==> src/rtl/periph_bus_arbiter.sv <==
// Two-master peripheral bus arbiter: IDLE -> ACCESS (slave strobe) -> RESP (ready pulse), 2-cycle latency.
// Requesters wait on req until ready; `define ARB_ROUND_ROBIN_EN for alternating grants, else M0 has fixed priority.
module periph_bus_arbiter #(
  parameter int         N_SLAVES = 4,
  parameter logic [7:0] SLV_BASE = 8'h80
) (
  input  logic                  clk_i,
  input  logic                  rst_i,
  input  logic                  m0_req_i,
  input  logic                  m0_we_i,
  input  logic [31:0]           m0_addr_i,
  input  logic [31:0]           m0_wdata_i,
  output logic [31:0]           m0_rdata_o,
  output logic                  m0_ready_o,
  input  logic                  m1_req_i,
  input  logic                  m1_we_i,
  input  logic [31:0]           m1_addr_i,
  input  logic [31:0]           m1_wdata_i,
  output logic [31:0]           m1_rdata_o,
  output logic                  m1_ready_o,
  output logic [N_SLAVES-1:0]   s_req_o,
  output logic                  s_we_o,
  output logic [31:0]           s_addr_o,
  output logic [31:0]           s_wdata_o,
  input  logic [32*N_SLAVES-1:0] s_rdata_i,
  output logic                  unmapped_o
);

  typedef enum logic [1:0] {IDLE = 2'd0, ACCESS = 2'd1, RESP = 2'd2} state_t;

  state_t              state_q;
  logic                grant_q;
  logic                we_q;
  logic                unmapped_q;
  logic [7:0]          sel_q;
  logic [N_SLAVES-1:0] s_req_q;
  logic                s_we_q;
  logic [31:0]         s_addr_q;
  logic [31:0]         s_wdata_q;
  logic [31:0]         m0_rdata_q;
  logic [31:0]         m1_rdata_q;
  logic                m0_ready_q;
  logic                m1_ready_q;
  logic                unmapped_o_q;
`ifdef ARB_ROUND_ROBIN_EN
  logic                last_q;
`endif

  logic                grant_d;
  logic                we_d;
  logic [31:0]         addr_d;
  logic [31:0]         wdata_d;
  logic [7:0]          sel_d;
  logic [N_SLAVES-1:0] dec_d;
  logic [31:0]         rdata_d;

  // grant_d is 1 when M1 wins; only consumed when at least one request is present
  always_comb begin
`ifdef ARB_ROUND_ROBIN_EN
    if (m0_req_i && m1_req_i) grant_d = ~last_q;
    else                      grant_d = ~m0_req_i;
`else
    grant_d = ~m0_req_i;
`endif
  end

  always_comb begin
    we_d    = grant_d ? m1_we_i    : m0_we_i;
    addr_d  = grant_d ? m1_addr_i  : m0_addr_i;
    wdata_d = grant_d ? m1_wdata_i : m0_wdata_i;
    sel_d   = addr_d[31:24] - SLV_BASE;
    dec_d   = '0;
    for (int i = 0; i < N_SLAVES; i++) begin
      if (sel_d == 8'(i)) dec_d[i] = 1'b1;
    end
  end

  // Unmapped slots never match, so their read data falls out as zero
  always_comb begin
    rdata_d = '0;
    for (int i = 0; i < N_SLAVES; i++) begin
      if (sel_q == 8'(i) && !we_q) rdata_d = s_rdata_i[32*i +: 32];
    end
  end

  always_ff @(posedge clk_i) begin
    if (rst_i) begin
      state_q      <= IDLE;
      grant_q      <= 1'b0;
      we_q         <= 1'b0;
      unmapped_q   <= 1'b0;
      sel_q        <= '0;
      s_req_q      <= '0;
      s_we_q       <= 1'b0;
      s_addr_q     <= '0;
      s_wdata_q    <= '0;
      m0_rdata_q   <= '0;
      m1_rdata_q   <= '0;
      m0_ready_q   <= 1'b0;
      m1_ready_q   <= 1'b0;
      unmapped_o_q <= 1'b0;
`ifdef ARB_ROUND_ROBIN_EN
      last_q       <= 1'b1;
`endif
    end else begin
      case (state_q)
        IDLE: begin
          if (m0_req_i || m1_req_i) begin
            state_q    <= ACCESS;
            grant_q    <= grant_d;
            we_q       <= we_d;
            sel_q      <= sel_d;
            unmapped_q <= (dec_d == '0);
            s_req_q    <= dec_d;
            s_we_q     <= we_d;
            s_addr_q   <= addr_d;
            s_wdata_q  <= wdata_d;
          end
        end
        ACCESS: begin
          state_q      <= RESP;
          s_req_q      <= '0;
          s_we_q       <= 1'b0;
          s_addr_q     <= '0;
          s_wdata_q    <= '0;
          m0_ready_q   <= ~grant_q;
          m1_ready_q   <= grant_q;
          m0_rdata_q   <= grant_q ? 32'h0 : rdata_d;
          m1_rdata_q   <= grant_q ? rdata_d : 32'h0;
          unmapped_o_q <= unmapped_q;
        end
        RESP: begin
          state_q      <= IDLE;
          m0_ready_q   <= 1'b0;
          m1_ready_q   <= 1'b0;
          m0_rdata_q   <= '0;
          m1_rdata_q   <= '0;
          unmapped_o_q <= 1'b0;
`ifdef ARB_ROUND_ROBIN_EN
          last_q       <= grant_q;
`endif
        end
        default: state_q <= IDLE;
      endcase
    end
  end

  assign s_req_o    = s_req_q;
  assign s_we_o     = s_we_q;
  assign s_addr_o   = s_addr_q;
  assign s_wdata_o  = s_wdata_q;
  assign m0_rdata_o = m0_rdata_q;
  assign m1_rdata_o = m1_rdata_q;
  assign m0_ready_o = m0_ready_q;
  assign m1_ready_o = m1_ready_q;
  assign unmapped_o = unmapped_o_q;

endmodule

==> config.mk <==
export PLATFORM = sky130hd
export DESIGN_NAME = periph_bus_arbiter
export DESIGN_NICKNAME = d
export VERILOG_FILES = /design/src/rtl/periph_bus_arbiter.sv
export SDC_FILE = /design/constraint.sdc
export NUM_CORES = 1
export LEC_CHECK = 0
export ABC_AREA = 0
export CAP_MARGIN = 20
export CORE_AREA = 2 2 156 158
export CTS_CLUSTER_SIZE = 30
export DETAILED_ROUTE_END_ITERATION = 16
export DIE_AREA = 0 0 158 160
export GPL_TIMING_DRIVEN = 0
export PLACE_DENSITY = 0.67
export SETUP_SLACK_MARGIN = 0.3
export SYNTH_ARGS = -nofsm -noshare
export SYNTH_HDL_FRONTEND = slang
export SYNTH_SLANG_ARGS = --single-unit
==> constraint.sdc <==
create_clock -name clk_i -period 1.75 [get_ports clk_i]
set_input_delay 0.35 -clock clk_i [delete_from_list [all_inputs] [get_ports clk_i]]
set_output_delay 0.35 -clock clk_i [all_outputs]
set_load 0.01 [all_outputs]
Word level (Yosys, flattened, before mapping)
Cells that the tools add are included.
{"block": "totals", "regBits": 149, "inputBits": 262, "output_inout_bits": 136, "word_cells": 68}
{"block": "classes", "addsub": 1, "eq_ne": 9, "mux": 28, "bitwise": 2, "n_reduce_logical": 14}
{"op": "32-bit two-way mux", "n": 10}
{"op": "32-bit case mux with 2 select lines", "n": 4}
{"op": "8-bit by 2-bit == test with 1-bit output, second input constant", "n": 4}
{"op": "8-bit by 1-bit == test with 1-bit output, second input constant", "n": 2}
{"op": "8-bit zero test", "n": 2}
{"op": "1-bit case mux with 2 select lines", "n": 4}
{"op": "4-bit case mux with 2 select lines", "n": 1}
{"op": "8-bit subtractor, second input constant", "n": 1}
{"op": "1-bit two-way mux", "n": 6}
{"op": "1-bit logical AND", "n": 4}
{"op": "4-bit zero test", "n": 1}
{"op": "4-bit two-way mux", "n": 1}
{"op": "2-bit case mux with 2 select lines", "n": 1}
{"op": "2-bit AND reduction", "n": 2}
{"op": "2-bit nonzero test", "n": 2}
{"op": "2-bit by 1-bit == test with 1-bit output, second input constant", "n": 1}
{"op": "2-bit == test, second input constant", "n": 1}
{"op": "2-bit zero test", "n": 1}
{"op": "2-bit two-way mux", "n": 1}
{"op": "2-bit != test, second input constant", "n": 1}
{"op": "1-bit inverter", "n": 2}
{"op": "1-bit zero test", "n": 1}
{"op": "1-bit logical OR", "n": 1}

Logic depth before layout (Yosys ltp)
Gate-level depths: netlist of the first run.
{"block": "depth", "word_depth": 8, "ltp_mapped": 8, "mapped_depth_nobuf": 6}

Worst setup path after synthesis of the first run
No wires, ideal clock.
{"block": "synth_timing", "path_type": "reg2reg", "start": "reg state_q[0]", "end": "reg m1_rdata_q[10] (netlist: m1_rdata_o[10])", "setup_ns": 0.059, "t_arrival_ns": 1.780, "required_ns": 1.691, "path_slack_ns": -0.088, "stages_incl_launch_ff": 9, "path_buffers": 2, "period_less_slack_ns": 1.838, "path_cell_list": "dfxtp_1 -> inv_1 -> ha_1 -> buf_4 -> nor3b_1 -> nand4_1 -> nor2_2 -> buf_4 -> a22o_1"}
{"block": "synth_via", "elab_chain_len": 2, "word_cells_on_any_way": 4, "cone_classes": "eq/ne: 2; mux: 1; reduce/logical: 1"}
{"item": "start, declared", "line": "31", "text": "state_t state_q;"}
{"item": "start signal, assigned", "line": "88", "text": "state_q <= IDLE;"}
{"item": "start signal, assigned", "line": "109", "text": "state_q <= ACCESS;"}
{"item": "start signal, assigned", "line": "121", "text": "state_q <= RESP;"}
{"item": "2-bit == test / 2-bit by 1-bit == test with 1-bit output (equally long branches)", "line": "106", "text": "case (state_q)"}
{"item": "32-bit case mux with 2 select lines / 2-bit nonzero test (equally long branches)"}
{"item": "end signal, assigned", "line": "129", "text": "m1_rdata_q <= grant_q ? rdata_d : 32'h0;"}
{"item": "end, declared", "line": "41", "text": "logic [31:0] m1_rdata_q;"}
Parallel ways exist; a longest one is shown, timed or not.
A chain may end at the register's enable or synchronous reset.

Worst setup path in the final report of the first run
{"block": "layout_timing", "start": "reg state_q[1]", "end": "reg m1_rdata_q[10] (netlist: m1_rdata_o[10])"}
Same word-level chain as after synthesis.

==> metrics.md, run 1 <==
| Metric | Value |
|---|---|
| Gr ovfl total | 0 |
| LEAKAGE | between 5 and 6 nW |
| Netlist cell types | 37 |
| Synth Area in Compound Gates | between 10% and 20% |
| M3 GR Usage | approximately 6.4% |
| Most common cell after layout, fill and taps aside | clkdlybuf4s50_1 |
| Routability congestion estimate | between 0.7 and 0.8 |
| Per-cell routed wire length | between 15 and 20 um |
| Type of origin of the critical path | flop |
| Sequential share of the synthesized area | around 44% |
| CTS clk-pin slew, worst paths | roughly 0.07 ns |
| Pwr per Cell Area | 838 nW/um2 |
| Fmax | 545 MHz |
| Core Region | about 24000 um2 |
| Worst hold margin | approximately 0.45 ns |
| Num CTS Buffers | 17 |
| Setup ws final | -0.0864 ns |
| XOR/XNOR share of the synthesized area | 0% |
| Dominant cells by area after synthesis | dfxtp_1 44%, mux4_2 11%, mux2i_1 9.7%, or3_1 5.2%, nand2_1 5.2% |
| Tightest Pin Transition | about 0.5 ns |
| DRT iter0 DRCs | approximately 200 |
| Largest family of logic cells by synthesized area | multiplexers |
| Clock sinks | roughly 150 |
| Clock Tree Root | clkbuf_16 |
| GR peak layer | met2 |
| Gr usage total | between 20% and 30% |
| Slowest CP cell | dfxtp_2 |
| Crit-path max FO | 5 |
| Fin crit period | 1.84 ns |
| Seq. cell area | 2990 um2 |
| Mapped Cells | roughly 700 |
| # rows | 57 |
| Reg2reg setup slack | -0.09 ns |
| Max transition margin | 65.7% |
| Final setup viols | 109 |
| Fin. Hold Viols | 0 |
| CTS max path bufs | 2 |
| DRC | 0 |
| Final Max Slew Viols | 0 |
| CTS tree | built |
| Placed Area | approximately 11000 um2 |
| Most frequent cells in the layout | 260 x clkdlybuf4s50_1, 145 x dfxtp_1, 110 x dlygate4sd2_1 |
| Die width | about 160 um |
| Worst VDD drop | ~0.59 mV |
| Synth top area share | 43.7% |
| Largest net degree at the start of global routing | 17 |
| Status | finished with violations |
| Final TNS setup | -3.82 ns |
| Post-route cell area | between 10000 and 15000 um2 |
| IO Pins | between 300 and 400 |
| Critical Path RT | between 2 and 2.5 ns |
| Failing checks | negative setup slack |
| Initial Util | about 29% |
| Cell mode on critical path | buf_6 |
| Area grow syn2layout | 97.6% |
| FFs w/ async S/R, synth | 0% |
| Vias per inst | roughly 4.8 |
| DR pass1 iterations | 5 |
| Die height | 160 um |
| Antenna violations before repair | 4 |
| Hold Path Class | flop to flop |
| RSZ-0062 raised after global routing | true |
| CP Capture Type | flop |
| CP cell instances | inv_2 -> ha_4 -> buf_6 -> nor3b_4 -> nand4_1 -> buf_6 -> nor2_4 -> buf_6 -> a22o_1 |
| Port bufs | a little under 400 |
| Post-synth top area cell | dfxtp_1 |
| Number of synthesized flops with an enable pin | 0 |
| Clock Latency Late Sink | roughly 0.42 ns |
| Die footprint | between 20000 and 30000 um2 |
| Avg Inst Size Synth | slightly below 10 um2 |
| Post-Syn Nets | 954 |
| First-pass GRT wire length | about 40 mm |
| Fraction of layout cells with a size suffix above 1 | a little under a third |
| Simple-gate portion of the synthesized area | ~17% |
| H-tree depth | 4 |
| Max incr delay on CP | about 0.35 ns |
| Fin crit share | 105% |
| Synthesized area | approximately 6800 um2 |
| Fin nets | 1426 |
| Synth Flop Type | dfxtp_1 |
| Vias in the first global route | slightly above 7000 |
| Area of the multi-input gates | ~4300 um2 |
| Final Power | 11.3 mW |
| Setup slack at placement | -1.00 ns |
| Worst EP arrival | approximately 2.2 ns |
| Fillers | approximately 2200 |
| Dpl hpwl | 20.7 mm |
| Total vias in the final route | 7242 |
| Max cap viols | 0 |
| Synthesized flop and latch total | 149 |
| DRT Wirelength | around 28 mm |
| Multiplexer share of the synthesized area | about a fifth |
| Hold Buf Count CTS | 0 |
| Skew final | roughly 0.0097 ns |
| Met2 Use GR | roughly two fifths |
| Number of synthesis warnings | 0 |
| GR met1 Demand/Resource | ~23% |
| Synth Area in Adders | less than 1% |
| Routed Antenna Nets | 0 |
| Crit path kind | flop to flop |
metrics by stage:
| step | util, % | instances |
|---|---|---|
| after floorplan | - | 689 |
| after global placement | 47.4 | 1409 |
| after detailed placement | 47.4 | 1409 |
| after CTS | 52.7 | 1477 |
| after global routing | 56.6 | 1499 |
| final | 56.7 | 1500 |
repair_timing:
item	in CTS	in global routing
gates cloned	8	8
pin swaps	30	102
resized for setup	304	239
setup endpoints to repair	285	169
buffers inserted	28	13
kinds of logic (layout without fill, tap and decap cells):
| kind of cell | Yosys count | count (layout) |
|---|---|---|
| buffers and inverters | 64 | 548 |
| AOI/OAI and AO/OA | 150 | 151 |
| and+or+nand+nor | 223 | 223 |
| muxes | 100 | 100 |
| DFF | 149 | 149 |
| other | 0 | 2 |
| adders and majority gates | 3 | 3 |
power breakdown:
group / switching [mW] / total [mW] / internal (mW) / leakage (nW)
Clock: 1.54 / 3.74 / 2.20 / 0.280
Combinational: 1.60 / 3.74 / 2.14 / 4.44
Sequential: 0.192 / 3.83 / 3.64 / 1.22
Total: 3.33 / 11.3 / 7.98 / 5.94
path summary, 6_finish.rpt:
| kind | depth (start not counted) | start | to |
|---|---|---|---|
| min reg2reg | 2 | m0_rdata_o[23]$_SDFFE_PP0P_ | m0_rdata_o[23]$_SDFFE_PP0P_ |
| min | 2 | m0_rdata_o[23]$_SDFFE_PP0P_ | m0_rdata_o[23]$_SDFFE_PP0P_ |
| max | 9 | state_q[1]$_SDFFE_PP0P_ | m1_rdata_o[10]$_SDFFE_PP0P_ |
| max reg2reg | 9 | state_q[1]$_SDFFE_PP0P_ | m1_rdata_o[10]$_SDFFE_PP0P_ |
cell usage after synthesis (3+ instances only):
| cell | number |
|---|---|
| dfxtp_1 | 149 |
| nand2_1 | 94 |
| mux2i_1 | 66 |
| a21oi_1 | 62 |
| or3_1 | 57 |
| o21ai_0 | 35 |
| clkbuf_1 | 34 |
| mux4_2 | 32 |
| a22o_1 | 30 |
| nand2b_1 | 19 |
| nor2_1 | 18 |
| buf_2 | 13 |
| buf_6 | 9 |
| a211oi_1 | 8 |
| nor3_1 | 8 |
| a21o_1 | 7 |
| nand3b_1 | 6 |
| nor2b_1 | 6 |
| buf_4 | 5 |
| nor3b_1 | 4 |
| o41ai_1 | 4 |
| ha_1 | 3 |
area by class of cell:
cell class | count | area share, %
antenna | 2 | 0.0371
buffer | 62 | 4.78
clock buffer | 20 | 3.38
clock inverter | 12 | 1.06
inverter | 2 | 0.0742
multi-input combinational | 477 | 32.2
sequential | 149 | 22.1
tap | 324 | 3.00
timing repair buffer | 452 | 33.4
per-layer routing:
metal | routed length (um) | part of all wire, %
met3 | 2350 | 8.3
met5 | 12 | 0.042
met1 | 10600 | 37
met4 | 506 | 1.8
met2 | 15000 | 53
registers in the layout, summed over array words and instances (netlist names):
signal	flops
s_addr_o	32
unmapped_q	1
state_q	2
m1_rdata_o	32
m0_ready_o	1
s_wdata_o	32
grant_q	1
m0_rdata_o	32
unmapped_o	1
sel_q	8
s_req_o	4
we_q	1
s_we_o	1
m1_ready_o	1
worst max-delay path, delay by kind of cell, from the launching register on:
kind            cells  cell delay [ns]
simple gates        3             0.54
compound gates      1             0.13
fa+ha+maj           1             0.27
flops               1             0.35
buf+inv             4             0.49
No activity file was read; power rests on OpenSTA's default activity.
==> inputs of run 2 (changes only) <==
SKIP_LAST_GASP = 1   (was default)
==> run 2 against run 1 <==
  * Clock-buffer cell count stayed put
  * Fmax is 0.56% higher
  * Sequential share of layout area is 0.075 points lower
  * Hold slack hardly changed
  * Non-clock buffer count is 4 lower
  * Largest cell class unchanged
  * Clock skew is 0.0023 ns higher
  * Setup slack better by 0.010 ns
  * Register-to-register slack hardly changed
  * Cell area is 0.30% higher
  * Routed wire length is 0.40% higher
  * Cell count is 0.27% lower
  * The run still ends with negative setup slack left
==> metrics.md, run 2 (same netlist as run 1, synthesis figures left out) <==
| Metric | Value |
|---|---|
| Status | finished with violations |
| Failing checks | negative setup slack |
| Reg power frac | between 30 and 40% |
| DR pass1 iterations | 4 |
| Switch Pwr | ~3.3 mW |
| Largest net degree at the start of global routing | 17 |
| Tightest Pin Transition | 0.464 ns |
| Die width | 158 um |
| H-tree depth | 4 |
| Pwr per Cell Area | 832 nW/um2 |
| Worst EP arrival | about 2.2 ns |
| Crit path kind | flop to flop |
| Critical path endpoint | s_wdata_o[4]$_SDFFE_PP0P_ |
| Sw Share | between 20 and 30% |
| Skew final | approximately 0.012 ns |
| Initial Util | 28.7% |
| Max cap viols | 0 |
| CTS max path bufs | 2 |
| Gr ovfl total | 0 |
| Num CTS Buffers | 17 |
| Layout Cells excl Fill | 1496 |
| Combinational fraction of design power | about a third |
| Clk pwr share | between 30 and 40% |
| Max transition margin | between 60% and 70% |
| Routed Antenna Nets | 0 |
| Worst VDD drop | 0.600 mV |
| Fmax | roughly 550 MHz |
| Critical Path RT | roughly 2.1 ns |
| Per-cell routed wire length | 19.1 um |
| Crit path launch | state_q[1]$_SDFFE_PP0P_ |
| Hold Buf Count CTS | 0 |
| RSZ-0062 raised after global routing | true |
| Crit Reg-Reg Endpoint | s_wdata_o[4]$_SDFFE_PP0P_ |
| Hold Path Class | flop to flop |
| Fillers | between 2000 and 2500 |
| CTS tree | built |
| Reg2reg setup slack | -0.08 ns |
| Fraction of layout cells with a size suffix above 1 | between 20% and 30% |
| DRT iter0 DRCs | ~220 |
| Vias in the first global route | slightly above 7000 |
| DRC | 0 |
| Final setup viols | 95 |
| Seq. cell area | 2990 um2 |
| Most frequent cells in the layout | 261 x clkdlybuf4s50_1, 146 x dfxtp_1, 71 x dlygate4sd2_1 |
| Most common cell after layout, fill and taps aside | clkdlybuf4s50_1 |
| Placed cell count | approximately 1400 |
| IO Pins | between 300 and 400 |
| RR Startpoint | state_q[1]$_SDFFE_PP0P_ |
| Clock Latency Late Sink | around 0.42 ns |
| Routability congestion estimate | 0.792 |
| Type of origin of the critical path | flop |
| Internal Power | roughly 8 mW |
| Fin. Hold Viols | 0 |
| Total vias in the final route | ~7300 |
| Fin crit period | around 1.8 ns |
| Gr usage total | a little over a fifth |
| Die height | 160 um |
| Core Region | ~24000 um2 |
| Crit-path max FO | 6 |
| DRT Wirelength | between 20 and 30 mm |
| Clock Tree Root | clkbuf_16 |
| Final Power | around 11 mW |
| # rows | 57 |
| Area of the multi-input gates | between 4000 and 5000 um2 |
| Vias per inst | approximately 4.9 |
| Final Max Slew Viols | 0 |
| Fin crit share | 104% |
| First-pass GRT wire length | approximately 40 mm |
| Dpl hpwl | roughly 21 mm |
| Clock sinks | roughly 150 |
| Area grow syn2layout | 98.2% |
| LEAKAGE | 6.41 nW |
| Die footprint | roughly 25000 um2 |
| CP Capture Type | flop |
| Fin nets | about 1400 |
| Setup ws final | -0.0762 ns |
| CTS clk-pin slew, worst paths | roughly 0.060 ns |
| Antenna violations before repair | 4 |
| Port bufs | 396 |
| Reg2Reg Depth | 9 |
==> run 2: changes by cell type in the layout (fill, tap and decap cells not counted), sizes merged <==
| cell | delta |
|---|---|
| dlygate4sd2 | -39 |
| clkdlybuf4s15 | +2 |
| buf | -4 |
| clkbuf | -4 |
| dlymetal6s2s | +40 |
| clkdlybuf4s50 | +1 |
==> run 2: power groups by stage <==
stage,clock network (mW),logic [mW],registers [mW]
floorplan,0,1.27,3.93
global placement,0,2.79,3.84
detailed placement,0,2.81,3.85
CTS,3.81,3.14,3.78
global route,3.96,3.93,3.86
finish,3.74,3.69,3.83
==> run 2: metal layers <==
| metal | up-vias | share of wire (%) | global-route usage (%) |
|---|---|---|---|
| li1 | 3452 | - | - |
| met1 | 3493 | 37 | 22.6 |
| met2 | 278 | 52 | 38.6 |
| met3 | 31 | 8.5 | 6.38 |
| met4 | 2 | 1.9 | 6.92 |
| met5 | - | 0.042 | 0 |
==> run 2: repair_timing <==
item / in CTS / in global routing
cloned: 8 / 7
setup buffers: 28 / 10
pin swaps: 27 / 105
resized for setup: 231 / 274
endpoints found under the setup margin: 285 / 209
==> run 2: through the flow <==
| stage | worst slack, ns | TNS (ns) | area [um2] | utilization [%] | hold slack, ns |
|---|---|---|---|---|---|
| after detailed placement | -1.00 | -118.53 | 11300 | 47.4 | 0.441 |
| final | -0.0762 | -3.78 | 13500 | 56.8 | 0.445 |
| after floorplan | 0.0470 | 0 | 6920 | - | 0.455 |
| after global placement | -0.952 | -113.47 | 11300 | 47.4 | 0.435 |
| after global routing | -0.136 | -8.84 | 13500 | 56.8 | 0.465 |
| after CTS | -0.00111 | -0.00278 | 12500 | 52.6 | 0.443 |
==> run 2: how the worst min path moves through the flow <==
stage / startpoint / to / slack [ns] / cells past startpoint
floorplan: unmapped_q$_SDFFE_PP0P_ / unmapped_o$_SDFFE_PP0P_ / 0.46 / 2
global placement: m1_rdata_o[12]$_SDFFE_PP0P_ / m1_rdata_o[12]$_SDFFE_PP0P_ / 0.43 / 2
detailed placement: m1_rdata_o[12]$_SDFFE_PP0P_ / m1_rdata_o[12]$_SDFFE_PP0P_ / 0.44 / 2
CTS: m1_rdata_o[12]$_SDFFE_PP0P_ / m1_rdata_o[12]$_SDFFE_PP0P_ / 0.44 / 2
global route: s_wdata_o[8]$_SDFFE_PP0P_ / s_wdata_o[8]$_SDFFE_PP0P_ / 0.47 / 2
finish: m0_rdata_o[2]$_SDFFE_PP0P_ / m0_rdata_o[2]$_SDFFE_PP0P_ / 0.45 / 2
==> run 2: area by class of cell <==
class	count	area share, %
repair buffers	448	34.1
well taps	324	2.99
plain buffers	62	4.76
multi-input cells	477	31.5
inverters	2	0.0739
flip-flops and latches	149	22.1
clock inverters	12	1.05
diodes	2	0.0370
clock buffers	20	3.37
==> run 2: critical path, stage by stage (launching register included) <==
cell and delay [ns]:
dfxtp_2 0.33, inv_2 0.08, ha_4 0.14, or3b_4 0.42
o21ai_4 0.12, buf_12 0.18, buf_16 0.15, clkbuf_16 0.17
nand2_4 0.05, a21oi_2 0.11
